<file path="src/rtl/compute_scheduler.sv">
// compute_scheduler: walks home cells, reference slots and neighbor slots, issuing one
// (ref_cell, ref_slot, nbr_slot) triple per accepted cycle to the cell-memory read ports.
// Latency: 3 overhead cycles per cell plus one cycle per issue; issues stall while issue_ready is low.
//
// Ports:
//   clk, reset (sync, active-low), start        - run control
//   count_cell / count_in                        - per-cell particle count lookup (1-cycle read)
//   issue_valid / issue_ready, ref_cell, ref_slot, nbr_slot - issue handshake toward the filters
//   read_controller_done / pipeline_done         - end-of-issue handoff to the compute pipeline
//   busy, done, pairs_issued                     - status
module compute_scheduler #(
  parameter int N_CELLS = 64,
  parameter int PPC     = 32,
  parameter int SLOT_W  = 5
) (
  input  logic              clk,
  input  logic              reset,
  input  logic              start,
  output logic [7:0]        count_cell,
  input  logic [SLOT_W:0]   count_in,
  output logic              issue_valid,
  input  logic              issue_ready,
  output logic [7:0]        ref_cell,
  output logic [SLOT_W-1:0] ref_slot,
  output logic [SLOT_W-1:0] nbr_slot,
  output logic              read_controller_done,
  input  logic              pipeline_done,
  output logic              busy,
  output logic              done,
  output logic [31:0]       pairs_issued
);

  typedef enum logic [2:0] {
    S_IDLE,
    S_FETCH,
    S_LATCH,
    S_ISSUE,
    S_NEXT_CELL,
    S_DRAIN,
    S_DONE
  } state_t;

  localparam logic [7:0]        LAST_CELL = 8'(N_CELLS - 1);
  localparam logic [SLOT_W-1:0] LAST_SLOT = SLOT_W'(PPC - 1);
  localparam logic [SLOT_W-1:0] SLOT_ONE  = SLOT_W'(1);
  localparam logic [SLOT_W:0]   PPC_W     = (SLOT_W + 1)'(PPC);
  localparam logic [SLOT_W:0]   CNT_ONE   = (SLOT_W + 1)'(1);

  state_t            state_q, state_d;
  logic [7:0]        cell_q, cell_d;
  logic [SLOT_W-1:0] p_q, p_d;
  logic [SLOT_W-1:0] q_q, q_d;
  logic [SLOT_W:0]   ref_count_q, ref_count_d;
  logic [31:0]       pairs_q, pairs_d;

  logic [SLOT_W:0]   count_sat;
  logic              last_ref;

  // Counts above PPC come from a corrupt/over-full cell; clamp so p stays in range.
  assign count_sat = (count_in > PPC_W) ? PPC_W : count_in;
  // ref_count is never 0 while in ISSUE, so p+1 == ref_count marks the last reference slot.
  assign last_ref  = (({1'b0, p_q} + CNT_ONE) == ref_count_q);

  always_comb begin
    state_d     = state_q;
    cell_d      = cell_q;
    p_d         = p_q;
    q_d         = q_q;
    ref_count_d = ref_count_q;
    pairs_d     = pairs_q;
    case (state_q)
      S_IDLE, S_DONE: begin
        if (start) begin
          cell_d  = 8'd0;
          pairs_d = 32'd0;
          state_d = S_FETCH;
        end
      end
      S_FETCH: state_d = S_LATCH;
      S_LATCH: begin
        ref_count_d = count_sat;
        if (count_sat == '0) begin
          state_d = S_NEXT_CELL;
        end else begin
          p_d     = '0;
          q_d     = '0;
          state_d = S_ISSUE;
        end
      end
      S_ISSUE: begin
        if (issue_ready) begin
          pairs_d = pairs_q + 32'd1;
          if (q_q != LAST_SLOT) begin
            q_d = q_q + SLOT_ONE;
          end else if (!last_ref) begin
            q_d = '0;
            p_d = p_q + SLOT_ONE;
          end else begin
            state_d = S_NEXT_CELL;
          end
        end
      end
      S_NEXT_CELL: begin
        if (cell_q == LAST_CELL) begin
          state_d = S_DRAIN;
        end else begin
          cell_d  = cell_q + 8'd1;
          state_d = S_FETCH;
        end
      end
      S_DRAIN: begin
        if (pipeline_done) state_d = S_DONE;
      end
      default: state_d = S_IDLE;
    endcase
  end

  always_ff @(posedge clk) begin
    if (!reset) begin
      state_q     <= S_IDLE;
      cell_q      <= 8'd0;
      p_q         <= '0;
      q_q         <= '0;
      ref_count_q <= '0;
      pairs_q     <= 32'd0;
    end else begin
      state_q     <= state_d;
      cell_q      <= cell_d;
      p_q         <= p_d;
      q_q         <= q_d;
      ref_count_q <= ref_count_d;
      pairs_q     <= pairs_d;
    end
  end

  // All outputs are decoded from registers, so they are glitch-free and stable under stall.
  assign count_cell           = cell_q;
  assign issue_valid          = (state_q == S_ISSUE);
  assign ref_cell             = cell_q;
  assign ref_slot             = p_q;
  assign nbr_slot             = q_q;
  assign read_controller_done = (state_q == S_DRAIN) || (state_q == S_DONE);
  assign busy                 = (state_q != S_IDLE) && (state_q != S_DONE);
  assign done                 = (state_q == S_DONE);
  assign pairs_issued         = pairs_q;

endmodule
</file>
<file path="config.mk">
export PLATFORM = sky130hd
export DESIGN_NAME = compute_scheduler
export DESIGN_NICKNAME = d
export VERILOG_FILES = /design/src/rtl/compute_scheduler.sv
export SDC_FILE = /design/constraint.sdc
export NUM_CORES = 1
export LEC_CHECK = 0
export ABC_AREA = 1
export CAP_MARGIN = 20
export CORE_MARGIN = 5
export CORE_UTILIZATION = 51
export DETAILED_ROUTE_END_ITERATION = 8
export GPL_ROUTABILITY_DRIVEN = 0
export HOLD_SLACK_MARGIN = 0.02
export PLACE_DENSITY = 0.88
export SYNTH_ARGS = -nofsm -noshare
export SYNTH_HDL_FRONTEND = slang
export SYNTH_SLANG_ARGS = --single-unit
export TNS_END_PERCENT = 5
</file>
<file path="constraint.sdc">
create_clock -name clk -period 2.3 [get_ports clk]
set_input_delay 0.345 -clock clk [delete_from_list [all_inputs] [get_ports clk]]
set_output_delay 0.345 -clock clk [all_outputs]
set_load 0.01 [all_outputs]
</file>
==> flow_summary.ini <==
[sta]
drv_slew = 0
finalHoldViolCount = 0
grt_setup_unrepaired = false
period_share = 0.912
period_minus_slack_ps = 2100
slew_headroom = 0.555
max_freq_mhz = 477
worst_pin_slew_ps = 663
skew_ps = 11.1
setup_viol = 0
fin_setup_tns_ps = 0

[pwr]
peakVddDrop_uv = 578
power_leakage_nw = 1.67
powerDensity_mw_per_mm2 = 710

[routing]
drt_wl_total_um = 9610
detail-route-antenna-nets = 0
wl_per_cell_um = 13.5
dr.pass1.iters = 5
vias = 3954
avgViaCountPerCell = 5.55
post-route-drc-count = 0
drt-initial-drc-count = 269

[logic_synthesis]
synthesis.nets = 573
synth_edf_count = 0
synth_compound_area_frac = 0.113
synth-simple-area-share = 0.423
async_flop_share = 0
syn-cell-area_mm2 = 0.00347
synth_cells = 557
synth_flop_cell = dfxtp_1
yosysWarnings = 0
synth.avg_cell_area_um2 = 6.22
seq_area_frac_synth = 0.341
synth-adder-area-share = 0.0180
synth_mux_area_frac = 0
synth_seq_cells = 59
synth_top_family_by_area = simple AND/OR/NAND/NOR gates
synthXorXnorAreaFrac = 0.00505
ys_types = 35

[placement]
place_area_mm2 = 0.00423
portBuffers = 72
dp.cells = 697
detailed_place_hpwl_um = 7190

[layout]
stdcell_area_mm2 = 0.00442
n_fill_cell = 606
seq_area_mm2 = 0.00118
n_antenna_cell = 0
multi_input_area_mm2 = 0.00194
layoutNonFillerInstCount = 712
nets = 644
synthToLayoutAreaGrowth_pct = 27.5
final_layout_size_suffix_gt1_frac = 0.0522

[floorplanning]
die_h_um = 92.5
core_mm2 = 0.00672
ios = 73
initial_core_util = 0.516
dieWidth_um = 92.5
row_count = 30
die_area_mm2 = 0.00855

[grt]
grt_pass1_wl_um = 16200
grt_pass1_vias = 3691
antenna_found_initial = 0
grt_max_degree = 27
grt-ovfl-total = 0
grt_usage = 0.231

[worst_setup_path]
crit_end = read_controller_done
ff2ff_path_depth = 14
crit_chain = inv_1 -> nor2_1 -> inv_1 -> a21oi_1 -> clkdlybuf4s50_1
slowest_delay_ps = 570
critPathMaxFanout = 4
required_ps = 1960
worstPathArrival_ps = 1750
path_class = register to primary output
crit_start = state_q[1]
cp_slowest_cell = clkdlybuf4s50_1
reg2reg_to = nbr_slot[1]
end_kind = primary output
startpoint_type = register
r2r_slack_ps = 270
worst_path_most_repeated_cell = inv_1
timing.rr.start = ref_slot[1]

[cts]
cts_resized = 0
insertion_delay_ps = 350
holdBufCountCts = 0
postCtsSetupRepairBufs = 0
cts_buffers = 9
clk_pin_slew_worst_paths_ps = 60
root_buffer = clkbuf_8
cts_sinks = 59
cts_max_level = 3
ctsLongestPathBuffers = 2
cts_tree = built

[flow_run]
drv_cap = 0

[outcome]
status = finished, final reports clean

[worst_hold_path]
hp-class = register to register
==> per-stage QoR <==
stage / utilization / total power [mW] / hold slack [ps] / setup WS [ps]
6_report: 0.658 / 3.14 / 498 / 203
5_1_grt: 0.658 / 3.30 / 514 / 50.0
4_1_cts: 0.658 / 3.13 / 493 / 226
3_5_place_dp: 0.629 / 2.18 / 484 / 190
3_3_place_gp: 0.629 / 2.15 / 470 / 227
2_1_floorplan: - / 1.86 / 453 / 533
==> state kept, by name, summed over array words and instances, names as in the netlist <==
register and count:
ref_slot 5, count_cell 8, state_q 3, ref_count_q 6, nbr_slot 5, pairs_issued 32
==> layer usage <==
metal / track usage / vias to the layer above / wire (µm)
li1: - / 1961 / -
met1: 0.273 / 1832 / 4120
met2: 0.411 / 142 / 4680
met3: 0.0569 / 19 / 654
met4: 0.0644 / 0 / 159
met5: 0 / - / 0
==> final cells by class <==
class,instances,area share
Timing Repair Buffer,78,0.173
Tap cell,80,0.0226
Multi-Input combinational cell,415,0.438
Clock inverter,2,0.00793
Inverter,65,0.0552
Clock buffer,13,0.0359
Sequential cell,59,0.267
==> Yosys cell counts, types with 2 or more instances <==
library cell | instances | area [µm²]
nor2_1 | 80 | 300
clkbuf_1 | 2 | 7.51
o21ai_0 | 13 | 65.1
nor4_1 | 3 | 18.8
ha_1 | 5 | 62.6
buf_2 | 7 | 35.0
inv_2 | 2 | 7.51
nor3b_1 | 2 | 15.0
dfxtp_1 | 59 | 1180
a211oi_1 | 2 | 15.0
nor3_1 | 15 | 75.1
nand3b_1 | 2 | 15.0
inv_1 | 62 | 233
nand3_1 | 50 | 250
a21oi_1 | 49 | 245
buf_4 | 8 | 60.1
or2_2 | 6 | 37.5
a21o_1 | 5 | 37.5
nand4_1 | 18 | 113
and3_1 | 2 | 12.5
nand2_1 | 151 | 567
==> where the power goes <==
part           internal (mW)  switching, mW
clock network          0.552          0.397
logic                  0.359          0.631
registers               1.10          0.100
==> cells in the final DEF (no fill, tap or decap), types with 2 or more instances in the layout <==
cell,netlist,layout
nand4_1,18,18
nor4_1,3,3
clkbuf_8,0,11
buf_4,8,6
a21oi_1,49,49
clkdlybuf4s50_1,0,72
nand3_1,50,50
nor3_1,15,15
nand2_1,151,151
nor3b_1,2,2
a211oi_1,2,2
ha_1,5,5
inv_1,62,62
clkbuf_1,2,2
and3_1,2,2
or2_2,6,6
nand3b_1,2,2
nor2_1,80,80
a21o_1,5,5
inv_2,2,2
dfxtp_1,59,59
o21ai_0,13,13
==> worst min-delay path by stage <==
stage / startpoint / to / depth (start not counted)
3_5_place_dp: ref_count_q[5] / ref_count_q[5] / 2
6_report: ref_count_q[5] / ref_count_q[5] / 2
5_1_grt: ref_count_q[4] / ref_count_q[4] / 2
2_1_floorplan: ref_count_q[3] / ref_count_q[3] / 2
4_1_cts: ref_count_q[5] / ref_count_q[5] / 2
3_3_place_gp: ref_count_q[0] / ref_count_q[0] / 2
==> cell families (layout without fill, tap and decap cells) <==
group,Yosys count,after routing
and+or+nand+nor,335,335
buffers and inverters,83,158
DFF,59,59
xor gates and xnor gates,2,2
adders and majority gates,5,5
AOI/OAI and AO/OA,73,73
==> critical path: cells and delay by family, from the launching register on <==
family / cells / cell delay (ps)
buffers and inverters: 3 / 750
DFF: 1 / 380
and+or+nand+nor: 1 / 110
AOI/OAI and AO/OA: 1 / 170
Note: power is estimated with default switching activity, not from simulation.
